### src/rtl/cmt_pkg.sv
// Shared constants and elaboration-time helpers for the clock generator.
// No logic, no latency, no backpressure.
package cmt_pkg;

  localparam int DEF_DIV1        = 2;
  localparam int DEF_DIV2        = 4;
  localparam int DEF_DIV3        = 10;
  localparam int DEF_LOCK_CYCLES = 16;

  localparam int DIV_MIN  = 2;
  localparam int DIV_MAX  = 256;
  localparam int LOCK_MIN = 1;
  localparam int LOCK_MAX = 65535;

  // Counter width able to hold 0..v-1, never narrower than one bit.
  function automatic int clog2_min1(input int v);
    return (v <= 2) ? 1 : $clog2(v);
  endfunction

  // Number of input cycles a divided clock spends high per period.
  function automatic int high_cycles(input int div);
    return div / 2;
  endfunction

endpackage

### src/rtl/cmt_div_channel.sv
// Integer clock divider: registered output high for floor(DIV/2) cycles, then low.
// Output follows the counter by one input edge; no backpressure (free-running).
module cmt_div_channel
  import cmt_pkg::*;
#(
  parameter int DIV = DEF_DIV1
) (
  input  logic CLK_IN1,
  input  logic RESET,
  output logic clk_out
);

  localparam int            W      = clog2_min1(DIV);
  localparam int            HIGH   = high_cycles(DIV);
  localparam logic [W-1:0]  LAST   = W'(DIV - 1);
  localparam logic [W:0]    HIGH_W = (W + 1)'(HIGH);

  logic [W-1:0] cnt;

  // Compare uses the pre-edge count so the first edge after reset drives the output high.
  always_ff @(posedge CLK_IN1 or posedge RESET) begin
    if (RESET) begin
      cnt     <= '0;
      clk_out <= 1'b0;
    end else begin
      cnt     <= (cnt == LAST) ? '0 : cnt + W'(1);
      clk_out <= ({1'b0, cnt} < HIGH_W);
    end
  end

endmodule

### src/rtl/cmt_clock_gen.sv
// Three phase-aligned divided clocks from CLK_IN1 plus a sticky LOCKED flag.
// Outputs registered one edge after the counters; free-running, no backpressure.
module cmt_clock_gen
  import cmt_pkg::*;
#(
  parameter int DIV1        = DEF_DIV1,
  parameter int DIV2        = DEF_DIV2,
  parameter int DIV3        = DEF_DIV3,
  parameter int LOCK_CYCLES = DEF_LOCK_CYCLES
) (
  input  logic CLK_IN1,
  input  logic RESET,
  output logic CLK_OUT1,
  output logic CLK_OUT2,
  output logic CLK_OUT3,
  output logic LOCKED
);

  if (DIV1 < DIV_MIN || DIV1 > DIV_MAX) begin : g_bad_div1
    $error("cmt_clock_gen: DIV1=%0d outside %0d..%0d", DIV1, DIV_MIN, DIV_MAX);
  end
  if (DIV2 < DIV_MIN || DIV2 > DIV_MAX) begin : g_bad_div2
    $error("cmt_clock_gen: DIV2=%0d outside %0d..%0d", DIV2, DIV_MIN, DIV_MAX);
  end
  if (DIV3 < DIV_MIN || DIV3 > DIV_MAX) begin : g_bad_div3
    $error("cmt_clock_gen: DIV3=%0d outside %0d..%0d", DIV3, DIV_MIN, DIV_MAX);
  end
  if (LOCK_CYCLES < LOCK_MIN || LOCK_CYCLES > LOCK_MAX) begin : g_bad_lock
    $error("cmt_clock_gen: LOCK_CYCLES=%0d outside %0d..%0d", LOCK_CYCLES, LOCK_MIN, LOCK_MAX);
  end

  cmt_div_channel #(.DIV(DIV1)) u_ch1 (.CLK_IN1(CLK_IN1), .RESET(RESET), .clk_out(CLK_OUT1));
  cmt_div_channel #(.DIV(DIV2)) u_ch2 (.CLK_IN1(CLK_IN1), .RESET(RESET), .clk_out(CLK_OUT2));
  cmt_div_channel #(.DIV(DIV3)) u_ch3 (.CLK_IN1(CLK_IN1), .RESET(RESET), .clk_out(CLK_OUT3));

  localparam int            LW       = clog2_min1(LOCK_CYCLES + 1);
  localparam logic [LW-1:0] LOCK_TGT = LW'(LOCK_CYCLES);

  logic [LW-1:0] lock_cnt;

  // Counter saturates at LOCK_TGT; LOCKED sets on the edge that reaches it and holds until reset.
  always_ff @(posedge CLK_IN1 or posedge RESET) begin
    if (RESET) begin
      lock_cnt <= '0;
      LOCKED   <= 1'b0;
    end else if (lock_cnt < LOCK_TGT) begin
      lock_cnt <= lock_cnt + LW'(1);
      if (lock_cnt == LOCK_TGT - LW'(1)) begin
        LOCKED <= 1'b1;
      end
    end
  end

endmodule

### config.mk
export PLATFORM = sky130hd
export DESIGN_NAME = cmt_clock_gen
export DESIGN_NICKNAME = d
export VERILOG_FILES = /design/src/rtl/cmt_pkg.sv /design/src/rtl/cmt_div_channel.sv /design/src/rtl/cmt_clock_gen.sv
export SDC_FILE = /design/constraint.sdc
export NUM_CORES = 1
export LEC_CHECK = 0
export CORE_AREA = 3 3 40 42
export CTS_CLUSTER_DIAMETER = 60
export DETAILED_ROUTE_END_ITERATION = 8
export DIE_AREA = 0 0 43 45
export GPL_ROUTABILITY_DRIVEN = 0
export PLACE_DENSITY_LB_ADDON = 0.3
export SYNTH_ARGS = -nofsm -noshare
export SYNTH_HDL_FRONTEND = slang
export SYNTH_SLANG_ARGS = --single-unit
### constraint.sdc
create_clock -name CLK_IN1 -period 1.9 [get_ports CLK_IN1]
set_clock_uncertainty 0.1 [all_clocks]
set_input_delay 0.285 -clock CLK_IN1 [delete_from_list [all_inputs] [get_ports CLK_IN1]]
set_output_delay 0.285 -clock CLK_IN1 [all_outputs]
set_load 0.05 [all_outputs]
# Word-level counts from Yosys, hierarchy flattened
# Index checks and enable logic that the tools add are counted.
op_classes:
  addsub: 4
  magnitude_cmp: 4
  n_reduce_logical: 1
  eq_ne: 3
  muxes: 3
op_table:
  columns: ["op", "count"]
  rows:
  - ["$add A5 B1 Y5 const B", 1]
  - ["$eq A5 B4 Y1 const B", 1]
  - ["$lt A5 B5 Y1 const B", 1]
  - ["$add A4 B1 Y4 const B", 1]
  - ["$eq A4 B4 Y1 const B", 1]
  - ["$lt A4 B3 Y1 const B", 1]
  - ["$mux W4", 1]
  - ["$add A2 B1 Y2 const B", 1]
  - ["$eq A2 B2 Y1 const B", 1]
  - ["$lt A2 B2 Y1 const B", 1]
  - ["$mux W2", 1]
  - ["$reduce_and A2 Y1", 1]
  - ["$add A1 B1 Y1 const B", 1]
  - ["$lt A1 B1 Y1 const B", 1]
  - ["$mux W1", 1]
totals:
  wordCells: 23
  regBits: 16

# Longest topological paths before layout
logic_depth:
  depth_word: 2
  mapped_depth: 4
  depth_no_buf: 4

# Modules after synthesis
# From an unflattened synthesis, not the netlist that was laid out.
hier_totals:
  hier_cells: 48
  hier_area_um2: 588.1
by_module_without_submodules:
  columns: ["mod", "n_inst", "seq_area_each_um2", "cells_per_inst", "area_each_um2"]
  rows:
  - ["cmt_clock_gen", 1, 150.1, 19, 251.5]
  - ["cmt_div_channel at u_ch3", 1, 125.1, 19, 205.2]
  - ["cmt_div_channel at u_ch2", 1, 75.1, 7, 98.8]
  - ["cmt_div_channel at u_ch1", 1, 25.0, 3, 32.5]

# Least setup slack after synthesis
# No wires, ideal clock.
synth_timing:
  kind: "reg2reg"
  startpoint: "register lock_cnt[0]"
  endpoint: "register LOCKED"
  setup_time_ns: 0.127
  stages_incl_launch_ff: 5
  required_time_ns: 1.673
  setup_slack_ns: 0.537
  arrival_time_ns: 1.136
  period_less_slack_ns: 1.363
  cell_sequence: "dfrtp_1 -> ha_1 -> and3_1 -> ha_1 -> or2_2"
synth_via:
  elab_chain_len: 2
synth_lines:
  columns: ["element", "line_no", "source"]
  rows:
  - ["from (decl)", "cmt_clock_gen.sv:39", "logic [LW-1:0] lock_cnt;"]
  - ["from (signal assigned)", "cmt_clock_gen.sv:47", "lock_cnt <= lock_cnt + LW'(1);"]
  - ["$lt A5 B5 Y1 or $eq A5 B4 Y1 (tied branches)", "cmt_clock_gen.sv:46, cmt_clock_gen.sv:48", null]
  - ["$reduce_and A2 Y1 (no line) *", null, null]
  - ["to (signal assigned)", "cmt_clock_gen.sv:45", "LOCKED <= 1'b0;"]
  - ["to (signal assigned)", "cmt_clock_gen.sv:49", "LOCKED <= 1'b1;"]
  - ["to (decl)", "cmt_clock_gen.sv:16", "output logic LOCKED"]
# Mark *: on every way between the ends. The rest lies on a longest branch, timed or not.
# A chain may end at the register's enable or synchronous reset.

# Worst setup path in the final report
layout_timing:
  startpoint: "register u_ch1.clk_out"
  endpoint: "output CLK_OUT1"
layout_lines:
  columns: ["element", "line_no", "source"]
  rows:
  - ["from (decl)", "cmt_div_channel.sv:10", "output logic clk_out"]
  - ["from (signal assigned)", "cmt_div_channel.sv:27", "clk_out <= ({1'b0, cnt} < HIGH_W);"]
  - ["to (decl)", "cmt_clock_gen.sv:13", "output logic CLK_OUT1,"]
# No word-level cell between the ends.

==> impl_metrics.ini <==
[pwr]
p_switching_mw = 0.0974
swShare_pct = 19.5
p_clk_share_pct = 34.5
power.internal_mw = 0.402
ir_worst_vdd_mv = 0.377
powerDensity_nw_per_um2 = 746
combPwrFrac_pct = 1.6
p_total_mw = 0.499
cellLeakagePower_nw = 0.334
power_frac_seq_pct = 63.9

[hold_path]
hp-class = primary input to async pin

[die]
dieArea_sq_um = 1940
die_w_um = 43
core-area_sq_um = 1280
die_y_um = 45
io_pins = 6
rows = 13
initial_core_util_pct = 44.7

[synthesis]
synth_warnings = 0
syn_area_sq_um = 574
postSynthCellCount = 45
synth_seq_cells = 15
syn-num-nets = 50
synth.distinct_cells = 16
postSynthAreaPerCell_sq_um = 12.8
synth-seq-area-share_pct = 65.4

[critical_path]
critPathKind = register to output port
critPathBufInv = 1
cp_cell_sequence = clkdlybuf4s50_1
worstReg2RegStart = lock_cnt[0]
max_stage_delay_ns = 0.81
reg2reg_depth = 4
startpoint_type = register
regToRegEndpoint = LOCKED
cp_data_arrival_time_ns = 1.43
critPathSlowestCell = clkdlybuf4s50_1
cp_max_fo = 2
required_ns = 1.51
crit_family = buffers and inverters
cp-end-kind = output port
rrSetupSlack_ns = 0.49

[routing]
drc = 0
drt_iter0_drc = 1
vias_per_cell = 4.52
num_vias = 312
wl_um = 718
wl_per_cell_um = 10.4
route.antenna.remaining_nets = 0
dr.pass1.iters = 2

[clock_network]
worstSkewPairLatency_ns = 0.27
h-tree-depth = 1
cts_max_path_buffers = 2
cts_tree = built
cts-root-buf = clkbuf_4
postCtsSetupBuffers = 0
path_clk_slew_ns = 0.08
cts_inserted_buffers = 3
ctsResizeCount = 0
clock-sinks = 15
ctsHoldBuffers = 0

[place]
pre_cts_ws_ns = 0.378
placed_area_sq_um = 643
post-dp-hpwl_um = 527
io_buffers = 5
dp.cells = 65

[cells_and_area]
nets = 60
fillers = 127
fin_cells = 69
antennaDiodeCount = 0
final_area_sq_um = 669
syn_to_final_growth_pct = 16.6
layout-drive-gt1-share_pct = 13.0
final_common_cell = dfrtp_1
final_cell_mix = 15 x dfrtp_1, 5 x nor2_1, 5 x inv_1, 5 x clkdlybuf4s50_1, 4 x xnor2_1

[grt]
grt_max_degree = 16
grt.total_usage_pct = 9.94
grt_pass1_wl_um = 1340
antenna_found_initial = 0
grt_pass1_vias = 311
overflow = 0

[timing]
max_slew_margin_pct = 62.2
period_minus_slack_ns = 1.82
setup_violations = 0
tns_ns = 0
max_freq_ghz = 0.550
tightest_slew_ns = 0.567
final.setup.worst_slack_ns = 0.0820
hold_violations = 0
finalMaxSlewViolations = 0
min_period_over_period_pct = 95.7
rsz0062_at_grt = false

[run_status]
outcome = finished, final reports clean

[flow_run]
drv_cap = 0
## cell usage after synthesis, drive strengths merged
cell / n / area, sq um
nand2: 3 / 11.3
and3: 1 / 6.26
nor3: 1 / 5.00
nor2: 5 / 18.8
o21ai: 1 / 5.00
ha: 3 / 37.5
nor2b: 1 / 8.76
dfrtp: 15 / 375
or2: 1 / 6.26
mux2: 2 / 26.3
inv: 6 / 22.5
nand4: 1 / 6.26
a221o: 1 / 10.0
xnor2: 4 / 35.0
## per-stage QoR
stage                     utilization, %  hold slack [ns]
after floorplan                        -           0.0865
after global placement              50.0            0.308
after detailed placement            50.0            0.312
after CTS                           52.1            0.264
after global routing                52.1            0.291
final                               52.1            0.260
## worst register-to-register path, stage by stage (launching register included)
cell     delay, ns
dfrtp_1       0.41
ha_1          0.22
and3_1        0.14
ha_1          0.16
or2_2         0.26
## state kept, by name, summed over array words and instances, names as in the netlist
register,flops
u_ch2.clk_out,1
u_ch1.clk_out,1
u_ch3.clk_out,1
LOCKED,1
u_ch3.cnt,4
u_ch2.cnt,2
lock_cnt,5
## power by group through the flow
| stage | registers [mW] | clock network (mW) | logic (mW) |
|---|---|---|---|
| floorplan | 0.325 | 0 | 0.00483 |
| global placement | 0.325 | 0 | 0.00828 |
| detailed placement | 0.325 | 0 | 0.00846 |
| CTS | 0.319 | 0.180 | 0.00845 |
| global route | 0.319 | 0.192 | 0.00921 |
| finish | 0.319 | 0.173 | 0.00802 |
## per-layer routing
layer,track usage (%),vias to the layer above,part of all wire [%]
met5,0,-,0
met4,7.23,0,1.1
met3,5.18,2,5.8
met2,13.2,5,39
met1,12.3,140,53
li1,-,165,-
## logic make-up (layout without fill, tap and decap cells)
logic type,count (synthesis),after routing,share of synthesized area [%]
AO/OA/AOI/OAI,2,2,2.61
AND/OR/NAND/NOR,13,13,10.9
buffers and inverters,6,15,3.92
XOR/XNOR,4,4,6.10
adder cells (fa/ha/maj),3,3,6.54
multiplexers,2,2,4.57
flip-flops,15,15,65.4
## final cells by class
cell class                      instances  area, sq um  share of cell area, %
Timing Repair Buffer                    5         50.0                   7.48
Inverter                                6         22.5                   3.36
Multi-Input combinational cell         24          176                   26.4
Clock buffer                            4         26.3                   3.93
Tap cell                               15         18.8                   2.80
Sequential cell                        15          375                   56.1
## how the worst max path moves through the flow
stage                     depth (start not counted)           from        to
final                                             1  u_ch1.clk_out  CLK_OUT1
after global routing                              1  u_ch1.clk_out  CLK_OUT1
after CTS                                         1  u_ch1.clk_out  CLK_OUT1
after detailed placement                          1  u_ch1.clk_out  CLK_OUT1
after global placement                            1  u_ch1.clk_out  CLK_OUT1
after floorplan                                   4    lock_cnt[0]    LOCKED
Power figures use the tool's default switching activity.
